**src/rtl/shift_pkg.sv**
```systemverilog
// Shared definitions for the execute-stage shift unit: funct codes, buffer FSM states
// and the shift-kind selector consumed by shift_core.
package shift_pkg;

  localparam logic [5:0] FUNCT_SLL  = 6'h00;
  localparam logic [5:0] FUNCT_SRL  = 6'h02;
  localparam logic [5:0] FUNCT_SRA  = 6'h03;
  localparam logic [5:0] FUNCT_SLLV = 6'h04;
  localparam logic [5:0] FUNCT_SRLV = 6'h06;
  localparam logic [5:0] FUNCT_SRAV = 6'h07;

  typedef enum logic [1:0] {
    EMPTY = 2'd0,
    ONE   = 2'd1,
    TWO   = 2'd2
  } state_t;

  typedef enum logic [1:0] {
    LEFT          = 2'd0,
    RIGHT_LOGICAL = 2'd1,
    RIGHT_ARITH   = 2'd2,
    ROTATE        = 2'd3
  } shift_kind_t;

endpackage

```
**src/rtl/shift_core.sv**
```systemverilog
// Combinational 5-level logarithmic shifter: each level shifts by 2^i when amt[i] is set.
module shift_core
  import shift_pkg::*;
#(
  parameter int XLEN = 32
) (
  input  logic [XLEN-1:0] data,
  input  logic [4:0]      amt,
  input  shift_kind_t     kind,
  output logic [XLEN-1:0] res
);

  logic signed [XLEN-1:0] stage;

  always_comb begin
    stage = data;
    for (int i = 0; i < 5; i++) begin
      if (amt[i]) begin
        case (kind)
          LEFT:          stage = stage << (1 << i);
          RIGHT_LOGICAL: stage = stage >> (1 << i);
          RIGHT_ARITH:   stage = stage >>> (1 << i);
          default:       stage = (stage >> (1 << i)) | (stage << (XLEN - (1 << i)));
        endcase
      end
    end
  end

  assign res = stage;

endmodule

```
**src/rtl/shift_ex_stage.sv**
```systemverilog
// MIPS EX-stage shift unit: funct decode, amount select, shift, 2-entry skid buffer to EX/MEM.
// Optional rotate forms (ROTR/ROTRV) are enabled by defining SHIFT_ROTATE_EN.
module shift_ex_stage
  import shift_pkg::*;
#(
  parameter int XLEN = 32,
  parameter int RD_W = 5
) (
  input  logic            clk,
  input  logic            reset,
  input  logic            flush,
  input  logic            in_valid,
  output logic            in_ready,
  input  logic [5:0]      in_funct,
  input  logic [4:0]      in_shamt,
  input  logic            in_r,
  input  logic [XLEN-1:0] in_rs,
  input  logic [XLEN-1:0] in_rt,
  input  logic [RD_W-1:0] in_rd,
  output logic            out_valid,
  input  logic            out_ready,
  output logic [XLEN-1:0] out_result,
  output logic [RD_W-1:0] out_rd,
  output logic            out_illegal
);

  typedef struct packed {
    logic [XLEN-1:0] res;
    logic [RD_W-1:0] rd;
    logic            ill;
  } entry_t;

  shift_kind_t     kind_p0;
  logic [4:0]      amt_p0;
  logic            legal_p0;
  logic [XLEN-1:0] core_res_p0;
  entry_t          new_p0;
  entry_t          head_p1;
  entry_t          skid_p1;
  state_t          state;
  logic            accept;
  logic            pop;
  logic            unused_ok;

  // in_rs upper bits never affect the amount; in_r only matters in the rotate build
  assign unused_ok = ^{in_r, in_rs[XLEN-1:5]};

  // Stage p0: decode and shift at accept time
  always_comb begin
    kind_p0  = LEFT;
    amt_p0   = in_shamt;
    legal_p0 = 1'b1;
    case (in_funct)
      FUNCT_SLL:  kind_p0 = LEFT;
      FUNCT_SRL:  kind_p0 = RIGHT_LOGICAL;
      FUNCT_SRA:  kind_p0 = RIGHT_ARITH;
      FUNCT_SLLV: begin kind_p0 = LEFT;          amt_p0 = in_rs[4:0]; end
      FUNCT_SRLV: begin kind_p0 = RIGHT_LOGICAL; amt_p0 = in_rs[4:0]; end
      FUNCT_SRAV: begin kind_p0 = RIGHT_ARITH;   amt_p0 = in_rs[4:0]; end
      default:    legal_p0 = 1'b0;
    endcase
`ifdef SHIFT_ROTATE_EN
    if (in_r && (in_funct == FUNCT_SRL || in_funct == FUNCT_SRLV))
      kind_p0 = ROTATE;
`endif
  end

  shift_core #(.XLEN(XLEN)) u_core (
    .data (in_rt),
    .amt  (amt_p0),
    .kind (kind_p0),
    .res  (core_res_p0)
  );

  assign new_p0.res = legal_p0 ? core_res_p0 : '0;
  assign new_p0.rd  = in_rd;
  assign new_p0.ill = ~legal_p0;

  assign in_ready  = (state != TWO);
  assign out_valid = (state != EMPTY);
  assign accept    = in_valid && in_ready;
  assign pop       = out_valid && out_ready;

  // Stage p1: skid buffer; head feeds EX/MEM, skid catches the op accepted while stalled
  always_ff @(posedge clk) begin
    if (reset) begin
      state   <= EMPTY;
      head_p1 <= '0;
      skid_p1 <= '0;
    end else if (flush) begin
      state <= EMPTY;
    end else begin
      case (state)
        EMPTY: begin
          if (accept) begin
            head_p1 <= new_p0;
            state   <= ONE;
          end
        end
        ONE: begin
          if (accept && pop) begin
            head_p1 <= new_p0;
          end else if (accept) begin
            skid_p1 <= new_p0;
            state   <= TWO;
          end else if (pop) begin
            state <= EMPTY;
          end
        end
        TWO: begin
          if (pop) begin
            head_p1 <= skid_p1;
            state   <= ONE;
          end
        end
        default: state <= EMPTY;
      endcase
    end
  end

  assign out_result  = head_p1.res;
  assign out_rd      = head_p1.rd;
  assign out_illegal = head_p1.ill;

endmodule
```
**config.mk**
```make
export PLATFORM = sky130hd
export DESIGN_NAME = shift_ex_stage
export DESIGN_NICKNAME = d
export VERILOG_FILES = /design/src/rtl/shift_pkg.sv /design/src/rtl/shift_core.sv /design/src/rtl/shift_ex_stage.sv
export SDC_FILE = /design/constraint.sdc
export NUM_CORES = 1
export LEC_CHECK = 0
export ABC_AREA = 0
export CORE_MARGIN = 5
export CORE_UTILIZATION = 26
export CTS_CLUSTER_SIZE = 25
export DETAILED_ROUTE_END_ITERATION = 10
export PLACE_DENSITY = 0.46
export SLEW_MARGIN = 20
export SYNTH_ARGS = -nofsm -noshare
export SYNTH_HDL_FRONTEND = slang
export SYNTH_SLANG_ARGS = --single-unit
```
**constraint.sdc**
```tcl
create_clock -name clk -period 3.5 [get_ports clk]
set_input_delay 0.7 -clock clk [delete_from_list [all_inputs] [get_ports clk]]
set_output_delay 0.7 -clock clk [all_outputs]
set_load 0.03 [all_outputs]
```
# == Yosys cells after proc, flatten, opt, wreduce, memory -nomap -nowiden ==
# Cells that the tools add are included.
# op_classes
n_eq_ne,15
muxes,24
n_bitwise,8
reduce_logical,16
# ops
op,n
32-bit case mux with 3 select lines,5
32-bit 2-to-1 mux,6
38-bit 2-to-1 mux,3
38-bit case mux with 3 select lines,1
17-bit by 32-bit bitwise OR with 32-bit output,1
25-bit by 32-bit bitwise OR with 32-bit output,1
29-bit by 32-bit bitwise OR with 32-bit output,1
31-bit by 32-bit bitwise OR with 32-bit output,1
32-bit bitwise OR,1
6-bit by 3-bit equality test with 1-bit output (second input constant),3
6-bit by 2-bit equality test with 1-bit output (second input constant),2
2-bit 2-to-1 mux,5
2-bit != test (second input constant),5
4-bit AND reduction,2
6-bit logical NOT,1
2-bit case mux with 3 select lines,1
2-bit OR reduction,3
6-bit OR reduction,1
5-bit 2-to-1 mux,1
5-bit AND reduction,1
2-bit by 1-bit equality test with 1-bit output (second input constant),2
2-bit equality test (second input constant),2
2-bit logical NOT,2
2-bit case mux with 2 select lines,1
7 further kinds,11
# totals
register_bits,78
inputBits,86
output_inout_bits,40

# == Logic depth before layout (Yosys ltp) ==
# Gate-level depths: netlist of the first run.
# logic_depth
ltp_word,21
depth_mapped,12
depth_no_buf,9

# == Hierarchy ==
# From an unflattened synthesis of the first run, not the netlist that was laid out.
# hier_totals
hier_cells,1106
area_unflattened_um2,7932.6
# modules_own_cells
mod,instances,cells_each,area_each_um2,seq_area_each_um2
shift_core,1,695,4489.3,0.0
shift_ex_stage,1,411,3443.3,1561.5

# == Least setup slack after synthesis of the first run ==
# Ideal clock, no wire load.
# synth_timing
kind,input to register
startpoint,in in_funct[5]
endpoint,"reg head_p1, in the netlist out_result[10]"
arrival_time_ns,3.154
required_ns,3.362
setup_slack_ns,0.208
cell_stages,11
n_path_buf,3
cell_sequence,or3_1 buf_4 nor3_4 mux2i_1 buf_2 buf_2 nand2_1 o32ai_1 nor2_1 nor3_1 o221ai_1
# synth_between
elab_chain_len,21
word_cells_on_any_way,34
classes_between,eq/ne: 7; mux: 17; bitwise: 4; reduce/logical: 6
# synth_lines
element,line_no,source
"start, declared",shift_ex_stage.sv:14,"input logic [5:0] in_funct,"
6-bit by 3-bit equality test with 1-bit output / 6-bit by 2-bit equality test with 1-bit output (equally long branches),shift_ex_stage.sv:53,case (in_funct)
2-bit OR reduction (no line),-,
2-bit case mux with 2 select lines,shift_ex_stage.sv:53,
2-bit equality test (tied with other cells),shift_core.sv:19,case (kind)
32-bit case mux with 3 select lines,shift_core.sv:19,
32-bit 2-to-1 mux,shift_core.sv:18,if (amt[i]) begin
31-bit by 32-bit bitwise OR with 32-bit output,shift_core.sv:23,default: stage = (stage >> (1 << i)) | (stage << (XLEN - (1 << i)));
32-bit case mux with 3 select lines,shift_core.sv:19,
[... 5 more ...],-,
32-bit case mux with 3 select lines,shift_core.sv:19,
32-bit 2-to-1 mux,shift_core.sv:18,
17-bit by 32-bit bitwise OR with 32-bit output,shift_core.sv:23,
32-bit case mux with 3 select lines,shift_core.sv:19,
32-bit 2-to-1 mux,shift_core.sv:18,
32-bit 2-to-1 mux *,shift_ex_stage.sv:75,assign new_p0.res = legal_p0 ? core_res_p0 : '0;
"38-bit 2-to-1 mux, on equally long branches","shift_ex_stage.sv:101, shift_ex_stage.sv:95",
38-bit case mux with 3 select lines *,shift_ex_stage.sv:93,case (state)
"end signal, assigned",shift_ex_stage.sv:96,head_p1 <= new_p0;
"end signal, assigned",shift_ex_stage.sv:102,head_p1 <= new_p0;
"end signal, assigned",shift_ex_stage.sv:112,head_p1 <= skid_p1;
"end, declared",shift_ex_stage.sv:38,entry_t head_p1;
# Mark *: on every way between the ends. The rest lies on a longest branch, timed or not. The select of a mux whose other input is x is not followed.
# A chain may end at the register's enable or synchronous reset.

# == Final worst setup path of the first run ==
# layout_timing
startpoint,in in_funct[2]
endpoint,reg skid_p1[35] (netlist name)
# layout_between
elab_chain_len,19
word_cells_on_any_way,31
classes_between,eq/ne: 7; mux: 14; bitwise: 4; reduce/logical: 6
# layout_lines
element,line_no,source
6-bit by 3-bit equality test with 1-bit output / 6-bit by 2-bit equality test with 1-bit output (equally long branches),shift_ex_stage.sv:53,
2-bit OR reduction (no line),-,
2-bit case mux with 2 select lines,shift_ex_stage.sv:53,
2-bit equality test (tied with other cells),shift_core.sv:19,
32-bit case mux with 3 select lines,shift_core.sv:19,
32-bit 2-to-1 mux,shift_core.sv:18,
31-bit by 32-bit bitwise OR with 32-bit output,shift_core.sv:23,
32-bit case mux with 3 select lines,shift_core.sv:19,
[... 3 more ...],-,
32-bit 2-to-1 mux,shift_core.sv:18,
25-bit by 32-bit bitwise OR with 32-bit output,shift_core.sv:23,
32-bit case mux with 3 select lines,shift_core.sv:19,
32-bit 2-to-1 mux,shift_core.sv:18,
17-bit by 32-bit bitwise OR with 32-bit output,shift_core.sv:23,
32-bit case mux with 3 select lines,shift_core.sv:19,
32-bit 2-to-1 mux,shift_core.sv:18,
32-bit 2-to-1 mux *,shift_ex_stage.sv:75,
"end signal, assigned",shift_ex_stage.sv:104,skid_p1 <= new_p0;
"end, declared",shift_ex_stage.sv:39,entry_t skid_p1;
# Mark *: on every way between the ends. The rest lies on a longest branch, timed or not.

==> results of run 1 <==
[kinds of logic (layout without fill, tap and decap cells)]
| kind of cell | Yosys count | after routing | synth area share |
|---|---|---|---|
| AO/OA/AOI/OAI | 489 | 489 | 0.442 |
| buffers and inverters | 108 | 511 | 0.0649 |
| flip-flops | 78 | 78 | 0.210 |
| multiplexers | 14 | 14 | 0.0204 |
| AND/OR/NAND/NOR | 410 | 410 | 0.262 |
[registers in the layout (all words and copies together) (netlist names)]
register     flops
out_illegal      1
out_rd           5
out_result      32
skid_p1         38
state            2
[metal layers]
layer  up-vias  wire length (µm)  GRT usage
met2       545             19200      0.404
met1      5344             20000      0.377
met4         0               948     0.0537
li1       5068                 -          -
met5         -                 0          0
met3        65              3650     0.0405
[cell usage in the layout, fill, tap and decap left out, types with 17 or more instances in the layout]
| cell type | Yosys | final |
|---|---|---|
| o211ai_1 | 66 | 66 |
| buf_4 | 6 | 349 |
| o21ai_0 | 93 | 69 |
| nand2_1 | 163 | 155 |
| a21oi_1 | 121 | 103 |
| nand3_1 | 45 | 42 |
| o21ai_1 | 22 | 36 |
| dfxtp_1 | 78 | 78 |
| clkdlybuf4s50_1 | 0 | 92 |
| nand4_1 | 17 | 17 |
| nor2_1 | 66 | 57 |
| nor3_1 | 50 | 38 |
| buf_12 | 0 | 22 |
[where the power goes]
group	total [mW]	internal, mW	switching, mW	leakage [nW]
clock	1.02	0.630	0.387	0.150
sequential	0.926	0.913	0.0135	0.633
combinational	1.62	0.713	0.904	4.18
total	3.56	2.26	1.30	4.96
[what timing repair did]
| item | CTS | global route |
|---|---|---|
| setup buffers | 10 | 32 |
| pin swaps | 20 | 50 |
| gates cloned | 1 | 4 |
| endpoints found under the setup margin | 64 | 62 |
| gates resized for setup | 74 | 134 |
[final timing paths]
check                                end  slack [ns]  cells after the start                     start
max             skid_p1[35]$_SDFFE_PP0P_        0.04                     13               in_funct[2]
min             skid_p1[19]$_SDFFE_PP0P_        0.45                      2  skid_p1[19]$_SDFFE_PP0P_
max reg2reg  out_result[25]$_SDFFE_PP0P_        1.51                      6     state[1]$_SDFFE_PP0P_
min reg2reg     skid_p1[19]$_SDFFE_PP0P_        0.45                      2  skid_p1[19]$_SDFFE_PP0P_
[per-stage QoR]
step                cells  total power, mW  hold slack (ns)  setup WS [ns]
floorplan            1099             1.55            0.432          0.208
global placement     1820             2.32            0.441          -1.09
detailed placement   1820             2.31            0.444          -1.04
CTS                  1847             3.40            0.452        -0.0494
global route         1880             3.71            0.478        -0.0268
finish               1880             3.56            0.452         0.0400
[cell type report]
cell class / count / area [µm²] / area share
Multi-Input combinational cell: 913 / 6260 / 0.483
Clock buffer: 10 / 229 / 0.0177
Sequential cell: 78 / 1560 / 0.121
Tap cell: 378 / 473 / 0.0365
Clock inverter: 6 / 92.6 / 0.00715
Inverter: 8 / 30.0 / 0.00232
Timing Repair Buffer: 487 / 4310 / 0.333
[worst min-delay path: cells and delay by family (launching register included)]
family           cells  cell delay, ns
AO/OA/AOI/OAI        1            0.05
flip-flops           1            0.31
AND/OR/NAND/NOR      1            0.05
==> impl_metrics.tcl, run 1 <==
set metrics [dict create \
    status "finished clean" \
    postCtsHoldBufs 0 \
    synthesis.area_um2 7430 \
    synth_most_common_cell "nand2_1" \
    seq_area_frac_synth 0.210 \
    wl_um 43900 \
    rows 61 \
    cp_slowest_stage_delay_ns 0.55 \
    grt_max_degree 41 \
    timing.final.crit_share 0.989 \
    worstPathCellList "clkdlybuf4s50_1, inv_2, o31ai_4, buf_12, nand2_8, buf_4, o211ai_1, buf_4, nand2_1, o221ai_1, o221ai_1, nand3_1, o21ai_0" \
    fillers 2880 \
    firstDrtPassIters 8 \
    antenna_cells 0 \
    fin_skew_ns 0.00553 \
    final_nets 1583 \
    die_h_um 179 \
    min_period_ns 3.46 \
    setup_viol 0 \
    cts_buffers 9 \
    core_area_um2 28000 \
    ios 126 \
    synth_top_flop_cell "dfxtp_1" \
    yosysTopAreaCellShare 0.210 \
    synthCells 1099 \
    synth.net_count 1185 \
    synthTopCellsByCount "163 x nand2_1, 121 x a21oi_1, 93 x o21ai_0" \
    grt_first_pass_wirelength_um 63500 \
    fmax_mhz 289 \
    finalInstanceArea_um2 13000 \
    ir_drop_uv 234 \
    report.final.slew_viol_count 0 \
    dpl_cell_area_um2 11300 \
    fp.dieW_um 179 \
    route.detailed.drc 0 \
    synth_largest_area_cell "dfxtp_1" \
    hold_class "reg2reg" \
    ys_async_sr_fraction 0 \
    leakage_nw 4.96 \
    wl_per_cell_um 23.3 \
    yosys_warnings 0 \
    worstMarginPinSlew_ns 0.827 \
    synthTopCellsByArea "dfxtp_1 21%, nand2_1 8.2%, a21oi_1 8.2%" \
    clock_latency_ns 0.34 \
    critical_path.max_fanout 11 \
    synth_cell_types 85 \
    ys_ff_latch 78 \
    powerDensity_nw_per_um2 275 \
    crit_type "in2reg" \
    design.die.area_um2 32000 \
    drt_iter0_markers 1044 \
    io_buffer_count 97 \
    track_usage 0.259 \
    gp_congestion 0.994 \
    crit_path_top_delay_cell "clkdlybuf4s50_1" \
    cts_tree "done" \
    antenna_found_initial 0 \
    hpwl_um 34000 \
    drive_above_1_share 0.383 \
    max_cap_viol_count 0 \
    viasPerCell 5.86 \
    crit_path_end_kind "flip-flop" \
    antenna_left 0 \
    clock_sinks 78 \
    synth-edff-count 0 \
    grt_pass1_vias 10256 \
    via_count 11022 \
    cts_buffer_depth 2 \
    syn_to_final_growth_pct 74.4 \
    worst_ep_required_time_ns 3.72 \
    arrival_ns 3.68 \
    relSlewSlack 0.444 \
    grt_overflow 0 \
    cp_top_family "compound AO/OA/AOI/OAI gates" \
    clk_pin_slew_ns 0.06 \
    cts_root_buffer "clkbuf_16" \
    utilization 0.462 \
    cp-start-kind "primary input" \
    hold_viol 0 \
    initial_core_util 0.265 \
    htreeDepth 3 \
    cp.buffers_inverters 5 \
    syn_area_per_cell_um2 6.76 \
    timing.setup.tns_ns 0 \
]
(Power assumes the default switching activity.)
==> run 2, diff against run 1 <==
Settings changed: CELL_PAD_IN_SITES_DETAIL_PLACEMENT from default to 1, CELL_PAD_IN_SITES_GLOBAL_PLACEMENT from default to 1, GPL_TIMING_DRIVEN from default to 0, PLACE_DENSITY 0.46 to 0.6.
==> impl_metrics.tcl, run 2 (synthesized netlist as in run 1, its figures left out) <==
set metrics [dict create \
    layout_commonest_cell "nand2_1" \
    gp_congestion 1.04 \
    design.die.area_um2 32000 \
    route.detailed.drc 0 \
    crit_type "in2reg" \
    grt_max_degree 15 \
    powerDensity_nw_per_um2 299 \
    syn_to_final_growth_pct 40.5 \
    crit_path_end_kind "flip-flop" \
    violations "setup timing" \
    cts_tree "done" \
    fin_skew_ns 0.00731 \
    final_nets 1342 \
    ios 126 \
    timing.final.crit_share 1.02 \
    grt_first_pass_wirelength_um 68600 \
    worst_slack_ns -0.0725 \
    htreeDepth 3 \
    relSlewSlack 0.440 \
    antenna_found_initial 0 \
    track_usage 0.287 \
    worstMarginPinSlew_ns 0.837 \
    mostFrequentLayoutCells "153 x nand2_1, 107 x a21oi_1, 88 x clkdlybuf4s50_1, 78 x dfxtp_1, 74 x o21ai_0" \
    rows 61 \
    antenna_left 0 \
    core_area_um2 28000 \
    multi_input_comb_area_um2 6120 \
    regArea_um2 1560 \
    firstDrtPassIters 5 \
    hold_class "reg2reg" \
    clock_latency_ns 0.34 \
    arrival_ns 3.83 \
    min_period_ns 3.57 \
    cp-start-kind "primary input" \
    rsz0062_at_grt "true" \
    io_buffer_count 94 \
    critical_path.max_fanout 4 \
    wl_um 47600 \
    dpl_cell_area_um2 8840 \
    postCtsHoldBufs 0 \
    drive_above_1_share 0.227 \
    initial_core_util 0.265 \
    grt_pass1_vias 10501 \
    finalInstanceArea_um2 10400 \
    largest_reg_flops 38 \
    top_register "skid_p1" \
    via_count 10727 \
    max_cap_viol_count 0 \
    clk_pin_slew_ns 0.06 \
    leakage_nw 3.48 \
    clock_sinks 78 \
    drt_iter0_markers 1371 \
    status "complete, but fails checks" \
    ir_drop_uv 216 \
    antenna_cells 0 \
    setup_viol 4 \
    worst_ep_required_time_ns 3.76 \
    cts_root_buffer "clkbuf_16" \
    hold_viol 0 \
    cts_buffers 9 \
    fmax_mhz 280 \
    hold_slack_ns 0.456 \
    report.final.slew_viol_count 0 \
    die_h_um 179 \
    wl_per_cell_um 29.1 \
    hpwl_um 37100 \
    fillers 3504 \
    fp.dieW_um 179 \
    viasPerCell 6.55 \
    grt_overflow 0 \
    cts_buffer_depth 2 \
]
==> run 2: cell type report <==
class,count,share of cell area
Clock inverter,4,0.00240
Tap cell,378,0.0453
Sequential cell,78,0.150
Inverter,8,0.00288
Timing Repair Buffer,149,0.134
Multi-Input combinational cell,913,0.587
Clock buffer,10,0.0229
Buffer,97,0.0561
==> run 2: critical path, cell delays in order <==
cell	delay [ns]
clkdlybuf4s50_1	0.53
inv_1	0.24
o311ai_1	0.25
a21boi_1	0.62
nor2_1	0.22
a211oi_1	0.37
nor2_2	0.11
o22ai_1	0.35
nand3_1	0.24
o211ai_1	0.21
==> run 2: metal layers <==
layer  routed length (µm)  global-route usage  up-vias  share of wire
li1                     -                   -     4584              -
met1                19900               0.381     5319           0.42
met2                20400               0.433      691           0.43
met3                 5370              0.0966      133           0.11
met4                 1890               0.102        0          0.040
met5                    0                   0        -              0
==> run 2: power by group <==
part           internal, mW  switching [mW]
Clock                 0.489           0.366
Sequential            0.913          0.0144
Combinational         0.448           0.890
Total                  1.85            1.27
==> run 2: final timing paths <==
kind / from / endpoint / slack, ns / depth (start not counted)
worst min register to register: skid_p1[19]$_SDFFE_PP0P_ / skid_p1[19]$_SDFFE_PP0P_ / 0.46 / 2
worst max-delay path: in_shamt[1] / out_result[20]$_SDFFE_PP0P_ / -0.07 / 10
worst max register to register: state[1]$_SDFFE_PP0P_ / out_result[22]$_SDFFE_PP0P_ / 1.13 / 6
worst min-delay path: skid_p1[19]$_SDFFE_PP0P_ / skid_p1[19]$_SDFFE_PP0P_ / 0.46 / 2
==> run 2: timing repair <==
item,4_1_cts,5_1_grt
gates cloned,0,0
pin swaps,37,26
endpoints found under the setup margin,65,64
buffers inserted,41,14
hold endpoints to repair,0,0
resized for setup,198,72
==> run 2: per-stage QoR <==
stage	setup WS (ns)	power, mW	util	instances	TNS, ns
4_1_cts	0.00793	3.02	0.360	1623	0
5_1_grt	-0.0617	3.20	0.372	1637	-0.182
6_report	-0.0725	3.12	0.372	1637	-0.174
3_3_place_gp	-2.00	2.02	0.316	1571	-96.79
2_1_floorplan	0.208	1.55	-	1099	0
3_5_place_dp	-1.98	2.01	0.316	1571	-97.01
